$ cat src/rtl/ibex_pext_mac_seq.sv
// Multi-cycle sequencer for the 32-bit multiply-accumulate ops: four 16x16 partial
// products on a shared 17x17 multiplier, then one borrowed ALU-adder cycle to combine with rd.
module ibex_pext_mac_seq (
    input  logic        clk_i,
    input  logic        rst_ni,
    input  logic        start_i,
    input  logic        kill_i,
    input  logic [2:0]  op_i,
    input  logic [31:0] op_a_i,
    input  logic [31:0] op_b_i,
    input  logic [31:0] op_c_i,
    output logic [16:0] mul_op_a_o,
    output logic [16:0] mul_op_b_o,
    input  logic [33:0] mul_result_i,
    output logic        alu_req_o,
    input  logic        alu_gnt_i,
    output logic [31:0] alu_op_a_o,
    output logic [31:0] alu_op_b_o,
    output logic [1:0]  alu_sub_o,
    input  logic [31:0] alu_result_i,
    output logic        ready_o,
    output logic        valid_o,
    output logic [31:0] result_o,
    output logic        ov_o
);

    typedef enum logic [2:0] {
        S_IDLE, S_ALBL, S_ALBH, S_AHBL, S_AHBH, S_ACCUM, S_DONE
    } state_e;

    state_e      state_q, state_d;
    logic [2:0]  op_q, op_d;
    logic [31:0] op_a_q, op_a_d, op_b_q, op_b_d, op_c_q, op_c_d;
    logic [63:0] acc_q, acc_d;
    logic [31:0] result_q, result_d;
    logic        ov_q, ov_d;

    logic        is_low, is_sub, is_rnd, op_reserved_in;
    logic [63:0] pp_ext;
    logic [31:0] word;
    logic        sat_ovf;
    logic [31:0] sat_val;

    assign is_low         = (op_q[2:1] == 2'b00);
    assign is_sub         = op_q[0];
    assign is_rnd         = op_q[2];
    assign op_reserved_in = op_i[2] & op_i[1];
    assign pp_ext         = {{30{mul_result_i[33]}}, mul_result_i};

    // Rounding adds 2^31 before taking the high word: equivalent to adding bit 31 to it.
    always_comb begin
        if (is_low) begin
            word = acc_q[31:0];
        end else if (is_rnd) begin
            word = acc_q[63:32] + {31'b0, acc_q[31]};
        end else begin
            word = acc_q[63:32];
        end
    end

    assign sat_ovf = !is_low
                   && (is_sub ? (op_c_q[31] != word[31]) : (op_c_q[31] == word[31]))
                   && (alu_result_i[31] != op_c_q[31]);
    assign sat_val = op_c_q[31] ? 32'h8000_0000 : 32'h7FFF_FFFF;

    // State register
    always_ff @(posedge clk_i or negedge rst_ni) begin
        if (!rst_ni) begin
            state_q <= S_IDLE;
        end else begin
            state_q <= state_d;
        end
    end

    // Next-state logic
    always_comb begin
        state_d = state_q;
        case (state_q)
            S_IDLE:  if (start_i && !kill_i) state_d = op_reserved_in ? S_DONE : S_ALBL;
            S_ALBL:  state_d = S_ALBH;
            S_ALBH:  state_d = S_AHBL;
            S_AHBL:  state_d = is_low ? S_ACCUM : S_AHBH;
            S_AHBH:  state_d = S_ACCUM;
            S_ACCUM: if (alu_gnt_i) state_d = S_DONE;
            S_DONE:  state_d = S_IDLE;
            default: state_d = S_IDLE;
        endcase
        if (kill_i && state_q != S_IDLE) begin
            state_d = S_IDLE;
        end
    end

    // Outputs
    always_comb begin
        mul_op_a_o = '0;
        mul_op_b_o = '0;
        case (state_q)
            S_ALBL: begin
                mul_op_a_o = {1'b0, op_a_q[15:0]};
                mul_op_b_o = {1'b0, op_b_q[15:0]};
            end
            S_ALBH: begin
                mul_op_a_o = {1'b0, op_a_q[15:0]};
                mul_op_b_o = {op_b_q[31], op_b_q[31:16]};
            end
            S_AHBL: begin
                mul_op_a_o = {op_a_q[31], op_a_q[31:16]};
                mul_op_b_o = {1'b0, op_b_q[15:0]};
            end
            S_AHBH: begin
                mul_op_a_o = {op_a_q[31], op_a_q[31:16]};
                mul_op_b_o = {op_b_q[31], op_b_q[31:16]};
            end
            default: ;
        endcase
        alu_req_o  = (state_q == S_ACCUM);
        alu_op_a_o = alu_req_o ? op_c_q : '0;
        alu_op_b_o = alu_req_o ? word : '0;
        alu_sub_o  = (alu_req_o && is_sub) ? 2'b11 : 2'b00;
        ready_o    = (state_q == S_IDLE);
        valid_o    = (state_q == S_DONE) && !kill_i;
    end

    assign result_o = result_q;
    assign ov_o     = ov_q;

    // Datapath next-state
    always_comb begin
        op_d     = op_q;
        op_a_d   = op_a_q;
        op_b_d   = op_b_q;
        op_c_d   = op_c_q;
        acc_d    = acc_q;
        result_d = result_q;
        ov_d     = ov_q;
        case (state_q)
            S_IDLE: begin
                if (start_i && !kill_i) begin
                    op_d   = op_i;
                    op_a_d = op_a_i;
                    op_b_d = op_b_i;
                    op_c_d = op_c_i;
                    acc_d  = '0;
                    if (op_reserved_in) begin
                        result_d = op_c_i;
                        ov_d     = 1'b0;
                    end
                end
            end
            S_ALBL:         acc_d = acc_q + pp_ext;
            S_ALBH, S_AHBL: acc_d = acc_q + (pp_ext << 16);
            S_AHBH:         acc_d = acc_q + (pp_ext << 32);
            S_ACCUM: begin
                if (alu_gnt_i && !kill_i) begin
                    result_d = sat_ovf ? sat_val : alu_result_i;
                    ov_d     = sat_ovf;
                end
            end
            default: ;
        endcase
    end

    always_ff @(posedge clk_i or negedge rst_ni) begin
        if (!rst_ni) begin
            op_q     <= '0;
            op_a_q   <= '0;
            op_b_q   <= '0;
            op_c_q   <= '0;
            acc_q    <= '0;
            result_q <= '0;
            ov_q     <= 1'b0;
        end else begin
            op_q     <= op_d;
            op_a_q   <= op_a_d;
            op_b_q   <= op_b_d;
            op_c_q   <= op_c_d;
            acc_q    <= acc_d;
            result_q <= result_d;
            ov_q     <= ov_d;
        end
    end

endmodule

$ cat config.mk
export PLATFORM = sky130hd
export DESIGN_NAME = ibex_pext_mac_seq
export DESIGN_NICKNAME = d
export VERILOG_FILES = /design/src/rtl/ibex_pext_mac_seq.sv
export SDC_FILE = /design/constraint.sdc
export NUM_CORES = 1
export LEC_CHECK = 0
export CAP_MARGIN = 20
export CORE_MARGIN = 10
export CORE_UTILIZATION = 35
export CTS_CLUSTER_DIAMETER = 30
export DETAILED_ROUTE_END_ITERATION = 8
export PLACE_DENSITY = 0.56
export REMOVE_ABC_BUFFERS = 1
export SETUP_SLACK_MARGIN = 0.02
export SLEW_MARGIN = 20
export SYNTH_ARGS = -nofsm -noshare
export SYNTH_HDL_FRONTEND = slang
export SYNTH_SLANG_ARGS = --single-unit
$ cat constraint.sdc
create_clock -name clk_i -period 3.93 [get_ports clk_i]
set_clock_uncertainty 0.2 [all_clocks]
set_input_delay 0.9825 -clock clk_i [delete_from_list [all_inputs] [get_ports clk_i]]
set_output_delay 0.9825 -clock clk_i [all_outputs]
set_load 0.02 [all_outputs]
* Word level (Yosys, flattened, before mapping)
Cells that the tools add are included.
Operators by class: equal/unequal tests 14, bitwise logic cells 1, $add $sub $neg 4, reductions and logical operators 23, multiplexer cells 26
Operators by type and width (count):
- $mux W32 | 9
- $pmux W64 S4 | 1
- $add A64 B64 Y64 | 3
- $pmux W17 S2 | 2
- $mux W64 | 1
- $pmux W32 S2 | 1
- $add A32 B1 Y32 | 1
- $pmux W3 S6 | 1
- $mux W3 | 4
- $reduce_or A2 Y1 | 5
- $eq A3 B3 Y1 const B | 3
- $logic_and A1 B1 Y1 | 7
- $eq A3 B2 Y1 const B | 2
- $ne A2 B1 Y1 const B | 3
- $ne A3 B1 Y1 const B | 2
- $reduce_and A2 Y1 | 3
- $mux W1 | 5
- $reduce_and A4 Y1 | 1
- $reduce_bool A4 Y1 | 1
- $eq A3 B1 Y1 const B | 1
- $logic_not A3 Y1 | 1
- $reduce_bool A3 Y1 | 1
- $logic_not A1 Y1 | 2
- $logic_not A2 Y1 | 1
- 6 further kinds | 7
Word-level totals: register bits after elaboration 199, word-level logic and storage cells 76, output and inout port bits 136, bits of input ports 170

* Depth between registers and ports, before layout
depth in word-level cells 10, depth in mapped cells 13, gate-level depth less buffers 13

* Least setup slack after synthesis
OpenSTA, ideal clock, no wires.
kind input to register, start input port mul_result_i[0], end register acc_q[62], stages on the path 12, data arrival time 3604 ps, data required time 3591 ps, library setup time 139 ps, slack -12 ps, path buffers 0, path through ha_1 fa_1 a21oi_1 o22ai_1 a221oi_2 o211ai_1 and4_4 nor3_4 a211oi_1 o21ai_1 mux2i_1 or4_1
On the way: longest elaborated chain between the ends 2, elaborated cells on any way between the ends 4, those cells by class 3 x add/sub; 1 x mux
RTL lines:
- start: declaration | RTL line 14 | input logic [33:0] mul_result_i,
- $add A64 B64 Y64, on equally long branches | RTL line 152, 150, 151
- $pmux W64 S4 (*) | RTL line 136 | case (state_q)
- end signal: assignment | RTL line 169 | acc_q <= '0;
- end signal: assignment | RTL line 177 | acc_q <= acc_d;
- end: declaration | RTL line 34 | logic [63:0] acc_q, acc_d;
Every way passes the cells marked *; elsewhere a longest branch is shown, timed or not. A chain may end at the register's enable or synchronous reset.

* Final worst setup path
start register acc_q[32], end output port alu_op_b_o[30]
On the way: longest elaborated chain between the ends 4
RTL lines:
- $add A32 B1 Y32 | RTL line 55 | word = acc_q[63:32] + {31'b0, acc_q[31]};
- $mux W32 | RTL line 54 | end else if (is_rnd) begin
- $mux W32 | RTL line 52 | if (is_low) begin
- $mux W32 | RTL line 118 | alu_op_b_o = alu_req_o ? word : '0;
- end: declaration | RTL line 18 | output logic [31:0] alu_op_b_o,
Every way passes these cells.

==> metrics.yaml <==
sta:
  hold_viol_final: 0
  rsz0062_at_grt: "true"
  slew_violations: 0
  max_slew.worst_pin.slew_ns: 0.747
  worst_slack_ns: -0.319
  slew_headroom_pct: 50.2
  period_share_pct: 108
  finalWorstPathRequiredPeriod_ns: 4.25
  setup_violations: 14
  clock.fmax_ghz: 0.235
logic_synthesis:
  synth_top_area_share_pct: 28.5
  synthMuxAreaShare_pct: 8.48
  synth_top_area_cell: "dfrtp_1"
  synthXorXnorAreaFrac_pct: 6.76
  postSynthCellCount: 2065
  synth_top_family_by_area: "compound AO/OA/AOI/OAI gates"
  seq_area_frac_synth_pct: 28.5
  ys_types: 82
  syn_avg_cell_area_um2: 8.47
  synth_edf_count: 0
  synth_compound_area_share_pct: 26.9
  synth-main-ff-cell: "dfrtp_1"
  async_reset_ff_share_pct: 100
  netlist_area_um2: 17500
  synth-simple-area-share_pct: 16.3
  yosys_warnings: 0
  synthAdderAreaFrac_pct: 9.57
  ys_ff_latch: 199
  yosys-top-cells-area: "dfrtp_1 28%, ha_1 9.2%, mux2_2 7.5%, o21ai_0 4.6%, a21oi_1 4.2%"
critical_path:
  worst_ep_arrival_time_ns: 3.07
  cp.required_ns: 2.75
  startpoint_type: "flip-flop"
  reg2reg_depth: 14
  endpoint_kind: "output port"
  crit_type: "flip-flop to output port"
  path_max_fanout: 5
pwr:
  p_int_mw: 10.7
  clock_power_share_pct: 9.9
  power_mw: 20.0
  p_comb_share_pct: 71.2
  sw_frac_of_total_pct: 46.3
  p_switching_mw: 9.26
  seqPwrFrac_pct: 18.9
  power_leakage_nw: 12.4
  p_per_area_nw_per_um2: 734
  vdd_drop_max_uv: 411
place:
  pre_cts_ws_ns: -1.04
  dpl.hpwl_mm: 65.5
  io_buffers: 305
  place_congestion: 0.994
  placed_cells: 3465
worst_hold_path:
  min_path_type: "flip-flop to flip-flop"
  min_path_cells: 2
run_status:
  violations: "setup timing"
  status: "finished with violations"
route:
  remaining_drc_errors: 0
  wire_per_inst_um: 23.8
  ant_nets: 0
  avgViaCountPerCell: 5.67
  wirelength_mm: 84.0
  via_count: 20000
  initialDrtViolationCount: 1680
  firstDrtPassIters: 6
cts:
  clock_path_buffers: 2
  tritoncts: "yes"
  cts.sinks: 199
  ctsRootBufferMaster: "clkbuf_16"
  cts_inserted_buffers: 17
  cts_max_level: 4
  hold_buffers: 0
  clkTransAtPathRegs_ns: 0.08
  clk_latency_ns: 0.51
floorplanning:
  dieArea_um2: 59300
  rows: 81
  core_um2: 49200
  die_y_um: 244
  die_width_um: 244
  io_pins: 306
  initial_core_util_pct: 35.6
global_routing:
  grt_usage_pct: 27.2
  grt-busiest-layer: "met2"
  grt-ovfl-total: 0
  grt_pass1_wl_mm: 124
  grt_pass1_vias: 20200
  grt_max_degree: 100
  met1_usage_pct: 33.5
  grtUsageMet3_pct: 4.76
  grt_use_met2_pct: 45.9
  antenna_found_initial: 8
layout:
  finalNonFillerCells: 3528
  ff_latch_area_um2: 4980
  drive_above_1_share_pct: 33.4
  fillCellCount: 4530
  fin_nets: 3150
  syn2layout_area_growth_pct: 55.8
  multi_input_area_um2: 13100
job:
  maxCapViolations: 0
==> path summary, 6_finish.rpt <==
path | slack (ns) | end | start
max in group asynchronous | 2.42 | op_q[2]$_DFFE_PN0P_ | rst_ni
min in group asynchronous | 0.32 | acc_q[44]$_DFFE_PN0P_ | rst_ni
min | 0.29 | result_o[4]$_DFFE_PN0P_ | result_o[4]$_DFFE_PN0P_
min reg2reg | 0.29 | result_o[4]$_DFFE_PN0P_ | result_o[4]$_DFFE_PN0P_
max reg2reg | 0.15 | acc_q[62]$_DFFE_PN0P_ | acc_q[32]$_DFFE_PN0P_
max | -0.32 | alu_op_b_o[30] | acc_q[32]$_DFFE_PN0P_
==> synth_stat cells, types with 6 or more instances <==
cell,number
a31oi_1,21
o211ai_1,15
a22oi_1,36
xor2_1,67
a21o_1,76
mux2i_1,15
nand2b_1,13
and2_1,12
a22o_1,22
nor2_1,161
a221oi_1,14
or3_1,10
mux2_2,117
a222oi_1,13
nor4_1,9
dfrtp_1,199
or2_2,8
xnor2_1,68
o221ai_1,38
nand3_1,44
o21ai_0,162
nor2b_1,12
buf_2,9
o21a_1,16
o21ai_1,7
ha_1,129
and4_1,7
a21oi_1,148
a211oi_1,45
inv_1,40
and3_1,50
clkbuf_1,107
nor3_1,36
buf_1,6
o21bai_1,26
nand4_1,29
nand2_1,192
==> timing repair <==
action	4_1_cts	5_1_grt
setup endpoints to repair	69	60
cloned	0	1
buffers inserted	9	18
pin swaps	62	66
gates resized for setup	244	146
==> final cells by class <==
type,count,area share (%)
flip-flops and latches,199,18.3
inverters,40,0.551
well taps,664,3.05
repair buffers,887,27.8
diodes,3,0.0276
clock buffers,17,1.56
clock inverters,15,0.785
multi-input cells,1703,47.9
==> power groups by stage <==
stage / Sequential (mW) / Combinational, mW / Clock (mW)
after floorplan: 3.81 / 6.55 / 0
after global placement: 3.68 / 12.9 / 0
after detailed placement: 3.72 / 13.0 / 0
after CTS: 3.72 / 13.5 / 2.02
after global routing: 3.87 / 15.3 / 2.09
final: 3.78 / 14.2 / 1.98
==> through the flow <==
step | hold slack [ns] | util [%] | instance area, µm² | TNS [ns]
3_3_place_gp | 0.262 | 51.2 | 25200 | -32.26
4_1_cts | 0.301 | 53.7 | 26400 | -2.15
3_5_place_dp | 0.274 | 51.2 | 25200 | -33.46
6_report | 0.294 | 55.4 | 27200 | -2.40
5_1_grt | 0.317 | 55.4 | 27200 | -3.96
2_1_floorplan | 0.271 | - | 17000 | -144.43
==> placed cells by master, fill, tap and decap left out, types with 38 or more instances in the layout <==
master,n
buf_4,571
clkdlybuf4s50_1,244
dfrtp_1,198
nand2_1,184
nor2_1,153
o21ai_0,143
a21oi_1,122
mux2_2,117
ha_1,94
a21o_1,76
xnor2_1,65
xor2_1,62
and3_1,47
inv_1,39
nand3_1,38
o221ai_1,38
==> worst max-delay path: stages (launching register included) <==
cell and delay, ns:
dfrtp_1 0.42, ha_4 0.17, ha_4 0.13, and4_4 0.20
and2_4 0.14, and3_4 0.24, and2_4 0.17, and3_4 0.26
nand3_4 0.09, xnor2_2 0.18, a211oi_2 0.27, buf_4 0.17
buf_6 0.11
==> registers in the layout, summed over array words and instances (netlist names) <==
register	cells
acc_q	64
op_c_q	32
op_a_q	32
result_o	32
state_q	3
op_b_q	32
op_q	3
ov_o	1
==> per-layer routing <==
layer / wire length, µm / vias to the layer above
li1: - / 9298
met1: 34900 / 9832
met2: 40200 / 726
met3: 5270 / 158
met4: 3650 / 4
met5: 16 / -
==> kinds of logic (layout without fill, tap and decap cells) <==
logic type,count (synthesis),count (layout)
AO/OA/AOI/OAI,701,701
AND/OR/NAND/NOR,602,602
flip-flops,199,199
buffers and inverters,163,959
XOR/XNOR,135,135
multiplexers,133,133
adder cells (fa/ha/maj),132,132
other,0,3
Note: power is estimated with default switching activity, not from simulation.
